<file path="src/rtl/spi_adc_scanner.sv">
// spi_adc_scanner: multi-channel SPI ADC sequencer for MCP32xx-style parts.
// Walks the enabled channels of a latched mask, runs one cs_n frame per
// channel (start, SGL, address, null bit, DATA_W data bits) and emits each
// result as a tagged one-cycle o_valid pulse. Scans once or continuously.
//
// Optional build macro: SPI_ADC_SCANNER_THRESH_EN
//   When defined, adds input thresh and output above[NUM_CH-1:0]; each result
//   updates above[o_ch] <= (result >= thresh) in its o_valid cycle.
module spi_adc_scanner #(
    parameter int DATA_W  = 12,
    parameter int CH_W    = 3,
    parameter int CLK_DIV = 4,
    parameter bit SGL     = 1'b1
) (
    input  logic                    clk,
    input  logic                    reset,
    input  logic                    start,
    input  logic                    cont,
    input  logic [(1<<CH_W)-1:0]    ch_mask,
    input  logic                    miso,
    output logic                    sck,
    output logic                    mosi,
    output logic                    cs_n,
    output logic [DATA_W-1:0]       o_data,
    output logic [CH_W-1:0]         o_ch,
    output logic                    o_valid,
    output logic                    busy
`ifdef SPI_ADC_SCANNER_THRESH_EN
    ,
    input  logic [DATA_W-1:0]       thresh,
    output logic [(1<<CH_W)-1:0]    above
`endif
);

    localparam int NUM_CH     = 1 << CH_W;
    localparam int FRAME_BITS = 3 + CH_W + DATA_W;
    localparam int CNT_W      = $clog2(2 * CLK_DIV);
    localparam int BIT_W      = $clog2(FRAME_BITS);

    // Counter landmarks within a phase: end of a half bit, sck rise, end of a full bit.
    localparam logic [CNT_W-1:0] HALF_LAST = CNT_W'(CLK_DIV - 1);
    localparam logic [CNT_W-1:0] SCK_RISE  = CNT_W'(CLK_DIV);
    localparam logic [CNT_W-1:0] FULL_LAST = CNT_W'(2 * CLK_DIV - 1);
    localparam logic [BIT_W-1:0] BIT_LAST  = BIT_W'(FRAME_BITS - 1);

    typedef enum logic [2:0] {
        S_IDLE,
        S_SETUP,
        S_SHIFT,
        S_HOLD,
        S_GAP
    } state_t;

    // Returns {found, index} of the lowest set bit of m.
    function automatic logic [CH_W:0] lowest_set(input logic [NUM_CH-1:0] m);
        logic [CH_W:0] r;
        r = '0;
        for (int i = NUM_CH - 1; i >= 0; i--) begin
            if (m[i]) r = {1'b1, CH_W'(i)};
        end
        return r;
    endfunction

    // Returns {found, index} of the lowest set bit of m strictly above cur.
    function automatic logic [CH_W:0] next_set(input logic [NUM_CH-1:0] m,
                                               input logic [CH_W-1:0]   cur);
        logic [CH_W:0] r;
        r = '0;
        for (int i = NUM_CH - 1; i >= 0; i--) begin
            if (m[i] && (i > int'(cur))) r = {1'b1, CH_W'(i)};
        end
        return r;
    endfunction

    // Command bit driven on mosi for frame bit idx: start '1', SGL, address
    // MSB first; the null bit and all data bits are 0.
    function automatic logic cmd_bit(input logic [BIT_W-1:0] idx,
                                     input logic [CH_W-1:0]  ch);
        logic b;
        b = 1'b0;
        if (idx == '0) begin
            b = 1'b1;
        end else if (idx == BIT_W'(1)) begin
            b = SGL;
        end else begin
            for (int j = 0; j < CH_W; j++) begin
                if (idx == BIT_W'(CH_W + 1 - j)) b = ch[j];
            end
        end
        return b;
    endfunction

    state_t              state_q, state_d;
    logic [CNT_W-1:0]    cnt_q, cnt_d;
    logic [BIT_W-1:0]    bit_q, bit_d;
    logic [CH_W-1:0]     ch_q, ch_d;
    logic [NUM_CH-1:0]   mask_q, mask_d;
    logic [DATA_W-1:0]   shreg_q, shreg_d;

    logic                sck_q, sck_d;
    logic                mosi_q, mosi_d;
    logic                cs_n_q, cs_n_d;
    logic [DATA_W-1:0]   o_data_q, o_data_d;
    logic [CH_W-1:0]     o_ch_q, o_ch_d;
    logic                o_valid_q, o_valid_d;
    logic                busy_q, busy_d;

    logic [CH_W:0]       low_sel;
    logic [CH_W:0]       nxt_sel;

`ifdef SPI_ADC_SCANNER_THRESH_EN
    logic [NUM_CH-1:0]   above_q, above_d;
`endif

    // Sequencer next state: phase counters, channel walk and miso capture.
    always_comb begin
        state_d = state_q;
        cnt_d   = cnt_q;
        bit_d   = bit_q;
        ch_d    = ch_q;
        mask_d  = mask_q;
        shreg_d = shreg_q;
        low_sel = lowest_set(ch_mask);
        nxt_sel = next_set(mask_q, ch_q);

        case (state_q)
            S_IDLE: begin
                if (start && (ch_mask != '0)) begin
                    state_d = S_SETUP;
                    cnt_d   = '0;
                    mask_d  = ch_mask;
                    ch_d    = low_sel[CH_W-1:0];
                end
            end
            S_SETUP: begin
                if (cnt_q == HALF_LAST) begin
                    state_d = S_SHIFT;
                    cnt_d   = '0;
                    bit_d   = '0;
                end else begin
                    cnt_d = cnt_q + CNT_W'(1);
                end
            end
            S_SHIFT: begin
                // miso is taken on the same edge that raises sck. Every bit
                // is shifted in, so only the last DATA_W samples survive.
                if (cnt_q == HALF_LAST) shreg_d = {shreg_q[DATA_W-2:0], miso};
                if (cnt_q == FULL_LAST) begin
                    cnt_d = '0;
                    if (bit_q == BIT_LAST) state_d = S_HOLD;
                    else                   bit_d   = bit_q + BIT_W'(1);
                end else begin
                    cnt_d = cnt_q + CNT_W'(1);
                end
            end
            S_HOLD: begin
                if (cnt_q == HALF_LAST) begin
                    state_d = S_GAP;
                    cnt_d   = '0;
                end else begin
                    cnt_d = cnt_q + CNT_W'(1);
                end
            end
            S_GAP: begin
                if (cnt_q == FULL_LAST) begin
                    cnt_d = '0;
                    if (nxt_sel[CH_W]) begin
                        state_d = S_SETUP;
                        ch_d    = nxt_sel[CH_W-1:0];
                    end else if (cont && (ch_mask != '0)) begin
                        state_d = S_SETUP;
                        mask_d  = ch_mask;
                        ch_d    = low_sel[CH_W-1:0];
                    end else begin
                        state_d = S_IDLE;
                    end
                end else begin
                    cnt_d = cnt_q + CNT_W'(1);
                end
            end
            default: begin
                state_d = S_IDLE;
                cnt_d   = '0;
            end
        endcase
    end

    // Pin and result outputs, decoded from the next state so they register glitch-free.
    always_comb begin
        cs_n_d    = ~((state_d == S_SETUP) || (state_d == S_SHIFT) || (state_d == S_HOLD));
        sck_d     = (state_d == S_SHIFT) && (cnt_d >= SCK_RISE);
        mosi_d    = 1'b0;
        if (state_d == S_SETUP)      mosi_d = 1'b1;
        else if (state_d == S_SHIFT) mosi_d = cmd_bit(bit_d, ch_d);
        busy_d    = (state_d != S_IDLE);
        o_valid_d = (state_q == S_HOLD) && (state_d == S_GAP);
        o_data_d  = o_valid_d ? shreg_q : o_data_q;
        o_ch_d    = o_valid_d ? ch_q    : o_ch_q;
`ifdef SPI_ADC_SCANNER_THRESH_EN
        above_d   = above_q;
        if (o_valid_d) above_d[ch_q] = (shreg_q >= thresh);
`endif
    end

    // Control state and output registers with synchronous reset.
    always_ff @(posedge clk) begin
        if (reset) begin
            state_q   <= S_IDLE;
            cnt_q     <= '0;
            bit_q     <= '0;
            ch_q      <= '0;
            mask_q    <= '0;
            sck_q     <= 1'b0;
            mosi_q    <= 1'b0;
            cs_n_q    <= 1'b1;
            o_data_q  <= '0;
            o_ch_q    <= '0;
            o_valid_q <= 1'b0;
            busy_q    <= 1'b0;
`ifdef SPI_ADC_SCANNER_THRESH_EN
            above_q   <= '0;
`endif
        end else begin
            state_q   <= state_d;
            cnt_q     <= cnt_d;
            bit_q     <= bit_d;
            ch_q      <= ch_d;
            mask_q    <= mask_d;
            sck_q     <= sck_d;
            mosi_q    <= mosi_d;
            cs_n_q    <= cs_n_d;
            o_data_q  <= o_data_d;
            o_ch_q    <= o_ch_d;
            o_valid_q <= o_valid_d;
            busy_q    <= busy_d;
`ifdef SPI_ADC_SCANNER_THRESH_EN
            above_q   <= above_d;
`endif
        end
    end

    // Capture shift register; pure data, no reset needed.
    always_ff @(posedge clk) begin
        shreg_q <= shreg_d;
    end

    assign sck     = sck_q;
    assign mosi    = mosi_q;
    assign cs_n    = cs_n_q;
    assign o_data  = o_data_q;
    assign o_ch    = o_ch_q;
    assign o_valid = o_valid_q;
    assign busy    = busy_q;
`ifdef SPI_ADC_SCANNER_THRESH_EN
    assign above   = above_q;
`endif

endmodule

</file>
<file path="config.mk">
export PLATFORM = sky130hd
export DESIGN_NAME = spi_adc_scanner
export DESIGN_NICKNAME = d
export VERILOG_FILES = /design/src/rtl/spi_adc_scanner.sv
export SDC_FILE = /design/constraint.sdc
export NUM_CORES = 1
export LEC_CHECK = 0
export BUFFER_PORTS_ARGS = -buffer_cell sky130_fd_sc_hd__buf_2
export CORE_MARGIN = 8
export CORE_UTILIZATION = 40
export DETAILED_ROUTE_END_ITERATION = 12
export HOLD_SLACK_MARGIN = 0.1
export SETUP_SLACK_MARGIN = 0.3
export SYNTH_ARGS = -nofsm -noshare
export SYNTH_HDL_FRONTEND = slang
export SYNTH_SLANG_ARGS = --single-unit
export TNS_END_PERCENT = 5
</file>
<file path="constraint.sdc">
create_clock -name clk -period 3.25 [get_ports clk]
set_input_delay 0.65 -clock clk [delete_from_list [all_inputs] [get_ports clk]]
set_output_delay 0.65 -clock clk [all_outputs]
set_load 0.01 [all_outputs]
</file>
Word level (Yosys, flattened, before mapping)
Index checks and enable logic that the tools add are counted.

word-level totals
  word-level logic and storage cells = 114
  flip-flop bits (word level) = 54

operators by class
  bitwise operators = 1
  mux-type cells = 49
  reduce and logical (&&, ||, !) cells = 22
  $add $sub $neg = 2
  equal/unequal tests = 19
  order comparisons = 8

operator list
  operator             count
  $mux 3               21
  $mux 8               4
  $mux 4               7
  $pmux 8 s2           1
  $eq 3x2->1 const B   5
  $mux 5               3
  $pmux 3 s5           1
  $gt 3x3->1 const A   4
  $logic_and 1x1->1    11
  $eq 5x2->1 const B   2
  $pmux 5 s2           1
  $eq 3x3->1 const B   3
  $mux 1               9
  $pmux 3 s3           1
  $ne 2x2->1 const B   4
  $reduce_bool 8->1    1
  $eq 3x1->1 const B   2
  $gt 2x3->1 const A   2
  $pmux 3 s2           1
  $add 5x1->5 const B  1
  $eq 5x1->1 const B   1
  $eq 5x3->1 const B   1
  $eq 5x5->1 const B   1
  $logic_not 5->1      1
  other kinds (11)     13

Longest topological paths before layout
Gate-level depths: netlist (run 1).

  depth in word-level cells = 19
  depth in mapped cells = 10
  mapped depth without buffers = 10

Worst setup path before layout (run 1)
OpenSTA, ideal clock, no wires.

  path type = input port to flip-flop
  start = in ch_mask[1]
  end = reg mosi_q, in the netlist mosi
  cell stages on the path = 9
  path slack = 736 ps
  buffers on the path = 1
  arrival = 2397 ps
  library setup time = 116 ps
  data required time = 3134 ps
  cells stage by stage = or4_1 -> buf_2 -> o21ba_4 -> or2_4 -> o311ai_4 -> o21a_4 -> or4_2 -> inv_1 -> o211a_1

on the way
  cells in the longest elaborated chain, start to end = 13
  elaborated cells on any way between the ends = 24

RTL lines
  item                                         line          RTL
  from (decl)                                  19            input logic [(1<<CH_W)-1:0] ch_mask,
  $reduce_bool 8->1 or $mux 3 (tied branches)  128, 170, 59
  $logic_and 1x1->1 or $mux 3 (tied branches)  170, 59
  $mux 3                                       170           end else if (cont && (ch_mask != '0)) begin
  $mux 3                                       167           if (nxt_sel[CH_W]) begin
  $mux 3                                       165           if (cnt_q == FULL_LAST) begin
  $pmux 3 s2                                   126           case (state_q)
  $mux 1 (3 in a row)                          87            if (idx == BIT_W'(CH_W + 1 - j)) b = ch[j];
  $mux 1                                       83            end else if (idx == BIT_W'(1)) begin
  $mux 1                                       81            if (idx == '0) begin
  $mux 1                                       194           else if (state_d == S_SHIFT) mosi_d = cmd_bit(bit_d, ch_d);
  $mux 1 (*)                                   193           if (state_d == S_SETUP) mosi_d = 1'b1;
  to (signal assigned)                         230           mosi_q <= mosi_d;
  to (decl)                                    101           logic mosi_q, mosi_d;

Mark *: on every way between the ends. The rest lies on a longest branch, timed or not.
A chain may end at the register's enable or synchronous reset.

Worst setup path in the final report (run 1)
  start = reg cnt_q[0]
  end = reg mosi_q, in the netlist mosi

on the way
  cells in the longest elaborated chain, start to end = 11
  elaborated cells on any way between the ends = 26

RTL lines
  item                                      line      RTL
  from (decl)                               94        logic [CNT_W-1:0] cnt_q, cnt_d;
  from (signal assigned)                    225       cnt_q <= cnt_d;
  $eq 3x3->1 or $eq 3x2->1 (tied branches)  --
  $mux 5 (on tied branches)                 148, 136
  $pmux 5 s2                                126
  $eq 5x3->1                                87
  $mux 1 (3 in a row)                       87
  $mux 1                                    83
  $mux 1                                    81
  $mux 1                                    194
  $mux 1 (*)                                193

Marks and branches as above.

==> results of run 1 <==
logic make-up (layout without fill, tap and decap cells):
group / count (synthesis) / after routing / synth area share [%]
AOI/OAI and AO/OA: 71 / 71 / 18.0
xor gates and xnor gates: 2 / 2 / 0.678
adders and majority gates: 6 / 6 / 2.91
and+or+nand+nor: 135 / 135 / 24.9
DFF: 53 / 53 / 45.7
muxes: 9 / 9 / 3.49
buffers and inverters: 26 / 52 / 4.31
worst max path at each step:
| stage | end | slack, ns | depth (start not counted) |
|---|---|---|---|
| detailed placement | mosi | 0.48 | 9 |
| global placement | mosi | 0.54 | 9 |
| finish | mosi | 0.53 | 10 |
| global route | mosi | 0.33 | 10 |
| CTS | mosi | 0.52 | 10 |
| floorplan | mosi | 0.74 | 9 |
per-layer routing:
| metal | up-vias | global-route usage (%) | wire [um] |
|---|---|---|---|
| li1 | 1094 | - | - |
| met5 | - | 0 | 0 |
| met1 | 1003 | 16.1 | 2640 |
| met4 | 0 | 4.04 | 44 |
| met3 | 5 | 2.96 | 160 |
| met2 | 22 | 23.6 | 2920 |
cell usage after synthesis (2+ instances only):
master    number  area share (%)
o21bai_1       2            0.58
clkbuf_1       9             1.3
o21a_1         2            0.58
buf_2          5            0.97
nor2b_1        8             1.9
nor2_1        38             5.5
nand2_1       53             7.7
a21oi_1       31             6.0
ha_1           6             2.9
nor3b_1        4             1.2
a21o_1         4             1.2
mux2i_1        9             3.5
dfxtp_1       41              32
or4_1          3            0.87
and2_1         3            0.73
a31oi_1        4            0.97
inv_1         11             1.6
edfxtp_1      12              14
o21ai_1        4            0.78
nand3_1        2            0.39
nand4_1        2            0.48
nor3_1        11             2.1
o21ai_0        9             1.7
o311ai_0       2            0.68
o211ai_1       2            0.58
critical path, stage by stage (launching register included):
cell and delay, ns:
dfxtp_1 0.39, ha_1 0.23, ha_1 0.31, inv_1 0.11, nor2_1 0.23, or2_4 0.18
o311ai_4 0.11, o21a_4 0.15, or4_2 0.64, a21oi_1 0.15, o211a_1 0.16
cells in the final DEF (no fill, tap or decap), drive strengths merged, types with 6 or more instances in the layout:
master / netlist / final
edfxtp: 12 / 12
o21ai: 13 / 13
nor2: 39 / 39
dfxtp: 41 / 41
a21oi: 32 / 32
nor3: 11 / 11
nor2b: 8 / 8
inv: 11 / 11
nand2: 53 / 53
ha: 6 / 6
buf: 6 / 33
mux2i: 9 / 9
metrics by stage:
step	hold slack [ns]	power, mW	cells	cell area (um2)	setup slack, ns
floorplan	0.426	0.818	302	2580	0.736
global placement	0.430	0.854	397	2780	0.544
detailed placement	0.434	0.856	397	2780	0.479
CTS	0.457	1.24	405	2870	0.524
global route	0.466	1.28	405	2870	0.331
finish	0.454	1.22	405	2870	0.528
sequential cells by signal (all words and copies together), names as in the netlist:
register / flops
o_ch: 3
o_valid: 1
cnt_q: 3
shreg_q: 12
bit_q: 5
o_data: 12
mask_q: 7
busy: 1
state_q: 3
cs_n: 1
sck: 1
ch_q: 3
mosi: 1
where the power goes:
group	internal, mW	switching [mW]
logic	0.0590	0.0763
clock network	0.154	0.231
registers	0.686	0.0192
total	0.898	0.326
final cells by class:
type / instances / area share, %
tap: 77 / 3.36
inverter: 11 / 1.44
sequential: 53 / 41.2
multi-input combinational: 223 / 45.0
timing repair buffer: 33 / 5.85
clock buffer: 5 / 2.40
clock inverter: 3 / 0.785
==> flow_metrics.tcl, run 1 <==
set metrics [dict create \
    drtIter0Drc 127 \
    peakVddDrop_mv 0.315 \
    cp.required_ns 3.51 \
    place_congestion 0.783 \
    grt_max_degree 41 \
    hold_end "shreg_q[6]" \
    cts_tree "yes" \
    hold_violations 0 \
    initial_utilization_pct 40.9 \
    cts-root-buf "clkbuf_8" \
    reg2reg_slack_ns 0.53 \
    netlist_area_um2 2580 \
    syn_avg_cell_area_um2 8.55 \
    syn_nets 321 \
    synthCells 302 \
    cts_hold_buf 0 \
    clock_latency_ns 0.31 \
    diodes 0 \
    finalSetupViolations 0 \
    die_area_um2 9280 \
    finalMaxSlewViolations 0 \
    vias 2124 \
    wl_per_cell_um 14.2 \
    worst_setup_path_end_kind "flop" \
    via_per_inst 5.24 \
    core-area_um2 6310 \
    hold_class "reg2reg" \
    relSlewSlack_pct 48.3 \
    cts_resized 0 \
    cellLeakagePower_nw 1.14 \
    clk_pin_slew_ns 0.10 \
    hold_path_depth 0 \
    startpoint "cnt_q[0]" \
    r2r_start "cnt_q[0]" \
    synth_flop_cell "dfxtp_1" \
    post_cts_buffers 0 \
    cts_htree_levels 2 \
    clock_path_buffers 2 \
    ys_warn_count 0 \
    status "finished clean" \
    drive_gt1_share_pct 15.5 \
    synth-edff-count 12 \
    hpwlAfterDp_um 4230 \
    grt_pass1_vias 2103 \
    reg2reg_to "mosi" \
    grt_pass1_wl_um 9890 \
    area_delta_synth_final_pct 11.0 \
    cts_made_buffers 5 \
    die_h_um 96.4 \
    clock_skew_ns 0.00785 \
    tns_ns 0 \
    regArea_um2 1180 \
    powerDensity_nw_per_um2 427 \
    ios 33 \
    critPathMaxFanout 7 \
    synth_seq_cells 53 \
    grt_overflow_total 0 \
    critical_path_arrival_ns 2.98 \
    worst_pin_slew_ns 0.776 \
    fillers 666 \
    synthDistinctLibCells 50 \
    multi_input_area_um2 1290 \
    fin_nets 346 \
    synth_async_sr_flop_share_pct 0 \
    wl_um 5760 \
    worst_setup_path_start_kind "flop" \
    cts.sinks 53 \
    holdCritStartpoint "shreg_q[5]" \
    final_util_pct 45.4 \
    ys_seq_area_share_pct 45.7 \
    path_class "reg2reg" \
    grt_util_all_layers_pct 13.5 \
    period_share_pct 83.8 \
    drc_errors 0 \
    die_w_um 96.4 \
    postRouteAntennaNets 0 \
    fmax_mhz 367 \
    num_rows 29 \
    r2r_cells 10 \
    antenna_found_initial 0 \
    port_buffers 32 \
    maxCapViolCount 0 \
    min_period_ns 2.72 \
    firstDrtPassIters 4 \
    rsz0062_at_grt "false" \
]
Note: power is estimated with default switching activity, not from simulation.
==> run 2: changes to the inputs <==
Clock period 3.25 ns to 2.4 ns, I/O delays scaled along.
==> run 2 against run 1 <==
Net effect:
- critical path depth unchanged
- clock power increased by 32%
- sequential share of layout area decreased by 4.4 points
- count of clock-buffer cells in the layout unchanged
- non-clock buffer count increased by 31
- via count increased by 5.5%
- total power increased by 38%
- die area unchanged
- design area increased by 13%
- worst hold slack got worse by 0.11 ns
- utilization increased by 5.8 points
- critical endpoint unchanged
==> flow_metrics.tcl, run 2 (synthesis gave the netlist of run 1 again) <==
set metrics [dict create \
    min_period_ns 2.22 \
    maxCapViolCount 0 \
    status "finished clean" \
    powerDensity_nw_per_um2 523 \
    cts-root-buf "clkbuf_8" \
    antenna_found_initial 0 \
    fin_nets 377 \
    cellLeakagePower_nw 1.31 \
    die_h_um 96.4 \
    wl_um 6000 \
    clock_skew_ns 0.00666 \
    hpwlAfterDp_um 4380 \
    drc_errors 0 \
    layout_common_cells "nand2_1, nor2_1, dfxtp_1, buf_4, buf_2" \
    cp.required_ns 2.66 \
    ios 33 \
    p_sw_share_pct 26.0 \
    power.total_mw 1.69 \
    relSlewSlack_pct 62.7 \
    path_class "in2reg" \
    port_buffers 32 \
    firstDrtPassIters 4 \
    r2r_cells 7 \
    hold_violations 0 \
    critical_path_arrival_ns 2.48 \
    worst_setup_path_end_kind "flop" \
    clock_latency_ns 0.31 \
    cts_made_buffers 5 \
    clkPwrFrac_pct 30.0 \
    mostFrequentLayoutCell "nand2_1" \
    worst_setup_path_start_kind "input port" \
    critPathMaxFanout 3 \
    hold_class "in2reg" \
    seq_power_share_pct 56.4 \
    wl_per_cell_um 13.8 \
    vias 2240 \
    rsz0062_at_grt "true" \
    p_int_mw 1.25 \
    peakVddDrop_mv 0.333 \
    via_per_inst 5.14 \
    initial_utilization_pct 40.9 \
    diodes 0 \
    grt_pass1_vias 2275 \
    fmax_mhz 451 \
    fin_ws_ns 0.180 \
    die_area_um2 9280 \
    cts.sinks 53 \
    power_frac_comb_pct 13.6 \
    grt_util_all_layers_pct 14.0 \
    postRouteAntennaNets 0 \
    grt_pass1_wl_um 10300 \
    num_rows 29 \
    drtIter0Drc 67 \
    finalMaxSlewViolations 0 \
    clock_path_buffers 2 \
    cts_hold_buf 0 \
    grt_overflow_total 0 \
    area_delta_synth_final_pct 25.2 \
    drive_gt1_share_pct 30.4 \
    cts_tree "yes" \
    worst_pin_slew_ns 0.558 \
    clk_pin_slew_ns 0.10 \
    cts_htree_levels 2 \
    period_share_pct 92.5 \
    finalSetupViolations 0 \
    core-area_um2 6310 \
    hold_path_depth 1 \
    grt_max_degree 29 \
    pre_cts_ws_ns -0.0622 \
    power_switching_mw 0.441 \
    die_w_um 96.4 \
    place_congestion 0.785 \
]
## run 2: repair_timing
action / CTS / global route
buffers inserted: 6 / 3
setup endpoints to repair: 1 / 12
pin swaps: 6 / 11
resized for setup: 20 / 13
## run 2: final timing paths
path / startpoint / to / slack, ns
max: ch_mask[1] / mosi / 0.18
min: miso / shreg_q[0] / 0.34
max reg2reg: state_q[2] / mosi / 0.24
min reg2reg: shreg_q[0] / shreg_q[1] / 0.46
## run 2: critical path, stage by stage
cell	delay [ns]
buf_6	0.09
or4_4	0.57
o21ai_4	0.17
nand3b_1	0.15
o311ai_4	0.33
buf_4	0.17
nand2_2	0.05
nor3b_2	0.15
o211ai_1	0.17
o211a_1	0.16
## run 2: through the flow
step / utilization (%) / instances / TNS, ns / area [um2] / hold slack, ns
after CTS: 50.2 / 433 / 0 / 3170 / 0.333
final: 51.2 / 436 / 0 / 3230 / 0.344
after detailed placement: 46.8 / 419 / -0.0786 / 2960 / 0.439
after global placement: 46.8 / 419 / -0.0227 / 2960 / 0.429
after global routing: 51.2 / 436 / 0 / 3230 / 0.330
after floorplan: - / 302 / 0 / 2610 / 0.426
## run 2: layout make-up
cell class | count | area (um2)
Timing Repair Buffer | 64 | 417
Clock inverter | 3 | 22.5
Fill cell | 619 | 3080
Sequential cell | 53 | 1190
Tap cell | 77 | 96.3
Clock buffer | 5 | 68.8
Inverter | 11 | 43.8
Multi-Input combinational cell | 223 | 1400
## run 2: routing by layer
layer	part of all wire (%)	routed length [um]	track usage (%)	vias up
met2	49	2910	24.0	35
met1	47	2830	17.3	1046
met4	1.1	66	4.16	0
met3	3.3	196	2.81	8
li1	-	-	-	1151
met5	0	0	0	-
## run 2: power groups by stage
stage / clock network (mW) / logic, mW / registers (mW)
2_1_floorplan: 0 / 0.149 / 0.963
5_1_grt: 0.564 / 0.257 / 0.959
3_5_place_dp: 0 / 0.205 / 0.971
6_report: 0.507 / 0.230 / 0.955
4_1_cts: 0.528 / 0.219 / 0.953
3_3_place_gp: 0 / 0.204 / 0.971
==> run 3: changes to the inputs <==
Settings changed: CORE_UTILIZATION 40 to 52, PLACE_DENSITY set to 0.76, REMOVE_ABC_BUFFERS set to 1.
==> run 3 against run 2 <==
Net effect:
- maximum frequency grew 1.4%
- flip-flop and latch count is the same
- largest cell class unchanged
- die area down 19%
- critical path type unchanged
- global-route usage rose by 3.0 points
==> flow_metrics.tcl, run 3 (synthesis gave the netlist of run 1 again) <==
set metrics [dict create \
    status "finished clean" \
    drtIter0Drc 127 \
    clock_path_buffers 2 \
    critical_path_arrival_ns 2.40 \
    grt_util_all_layers_pct 17.0 \
    crit_slowest_cell "or4_4" \
    rsz0062_at_grt "true" \
    clk_pin_slew_ns 0.10 \
    cts_made_buffers 5 \
    cp.required_ns 2.61 \
    maxCapViolCount 0 \
    via_per_inst 5.40 \
    period_share_pct 91.2 \
    cts.sinks 53 \
    die_area_um2 7480 \
    min_period_ns 2.19 \
    vias 2296 \
    diodes 0 \
    grt_pass1_wl_um 10300 \
    cts-root-buf "clkbuf_8" \
    fin_nets 376 \
    grt_overflow_total 0 \
    clock_latency_ns 0.31 \
    firstDrtPassIters 4 \
    fmax_mhz 457 \
    power.total_mw 1.70 \
    drc_errors 0 \
    hold_ws_ns 0.339 \
    critPathMostFrequentCell "or4_4" \
    layout_common_cells "nand2_1, nor2_1, dfxtp_1, buf_2, buf_4" \
    hpwlAfterDp_um 4410 \
    powerDensity_nw_per_um2 529 \
    hold_path_depth 1 \
    drive_gt1_share_pct 30.4 \
    core-area_um2 4750 \
    worst_setup_path_end_kind "flop" \
    place_congestion 0.881 \
    worst_setup_path_start_kind "input port" \
    critPathMaxFanout 3 \
    path_class "in2reg" \
    wl_per_cell_um 14.6 \
    postRouteAntennaNets 0 \
    finalMaxSlewViolations 0 \
    ios 33 \
    hold_violations 0 \
    port_buffers 32 \
    mostFrequentLayoutCell "nand2_1" \
    max_stage_delay_ns 0.56 \
    worst_pin_slew_ns 0.570 \
    grt_pass1_vias 2228 \
    cts_hold_buf 0 \
    peakVddDrop_mv 0.370 \
    path_cells "buf_2 > or4_4 > o21ai_2 > nand3b_1 > o311ai_4 > o21a_4 > or4_4 > inv_1 > o211a_1" \
    antenna_found_initial 0 \
    finalSetupViolations 0 \
    hold_class "in2reg" \
    relSlewSlack_pct 62.0 \
    clock_skew_ns 0.00627 \
    cts_htree_levels 2 \
    cts_tree "yes" \
    area_delta_synth_final_pct 24.7 \
    wl_um 6220 \
    r2r_cells 8 \
    die_w_um 86.5 \
    initial_utilization_pct 54.3 \
    fillers 397 \
    cellLeakagePower_nw 1.31 \
    die_h_um 86.5 \
    grt_max_degree 28 \
    num_rows 25 \
]
## run 3: changes by cell type in the layout (fill, tap and decap cells not counted), sizes merged
| cell | delta |
|---|---|
| clkinvlp | +2 |
| buf | -1 |
| clkbuf | +1 |
| clkinv | -3 |
## run 3: layer usage
| layer | up-vias | share of wire (%) | track usage (%) |
|---|---|---|---|
| met3 | 13 | 4.0 | 3.97 |
| li1 | 1149 | - | - |
| met1 | 1074 | 45 | 19.9 |
| met2 | 60 | 49 | 29.6 |
| met5 | - | 0 | 0 |
| met4 | 0 | 1.7 | 5.63 |
## run 3: path summary, 6_finish.rpt
kind                            slack (ns)        from         end
worst max-delay path                  0.21  ch_mask[4]        mosi
worst min-delay path                  0.34        miso  shreg_q[0]
worst max register to register        0.23  state_q[2]        mosi
worst min register to register        0.46   o_data[4]   o_data[4]
## run 3: worst max-delay path: cells and delay by family
kind | cells | cell delay [ns]
buffers and inverters | 2 | 0.14
AND/OR/NAND/NOR | 3 | 0.86
AO/OA/AOI/OAI | 4 | 0.92
## run 3: repair_timing
item                                    4_1_cts  5_1_grt
gates cloned                                  0        0
endpoints found under the setup margin        3       12
pin swaps                                    13        6
setup buffers                                 2        1
gates resized for setup                      35        5
## run 3: metrics by stage
step / area [um2] / worst slack (ns) / TNS, ns / util, % / cells
floorplan: 2510 / 0.0431 / 0 / - / 287
global placement: 2970 / -0.0797 / -0.0962 / 62.4 / 414
detailed placement: 2970 / -0.137 / -0.226 / 62.4 / 414
CTS: 3200 / 0.255 / 0 / 67.4 / 424
global route: 3220 / 0.135 / 0 / 67.7 / 425
finish: 3220 / 0.211 / 0 / 67.7 / 425
## run 3: layout make-up
cell class,count,area (um2),share of cell area [%]
multi-input combinational,223,1420,44.1
sequential,53,1190,37.0
timing repair buffer,63,397,12.3
tap,67,83.8,2.60
clock buffer,6,72.6,2.25
inverter,11,41.3,1.28
clock inverter,2,15.0,0.466
## run 3: power breakdown
part | internal [mW] | total, mW | switching [mW]
Sequential | 0.930 | 0.954 | 0.0241
Combinational | 0.117 | 0.239 | 0.122
Clock | 0.206 | 0.509 | 0.302
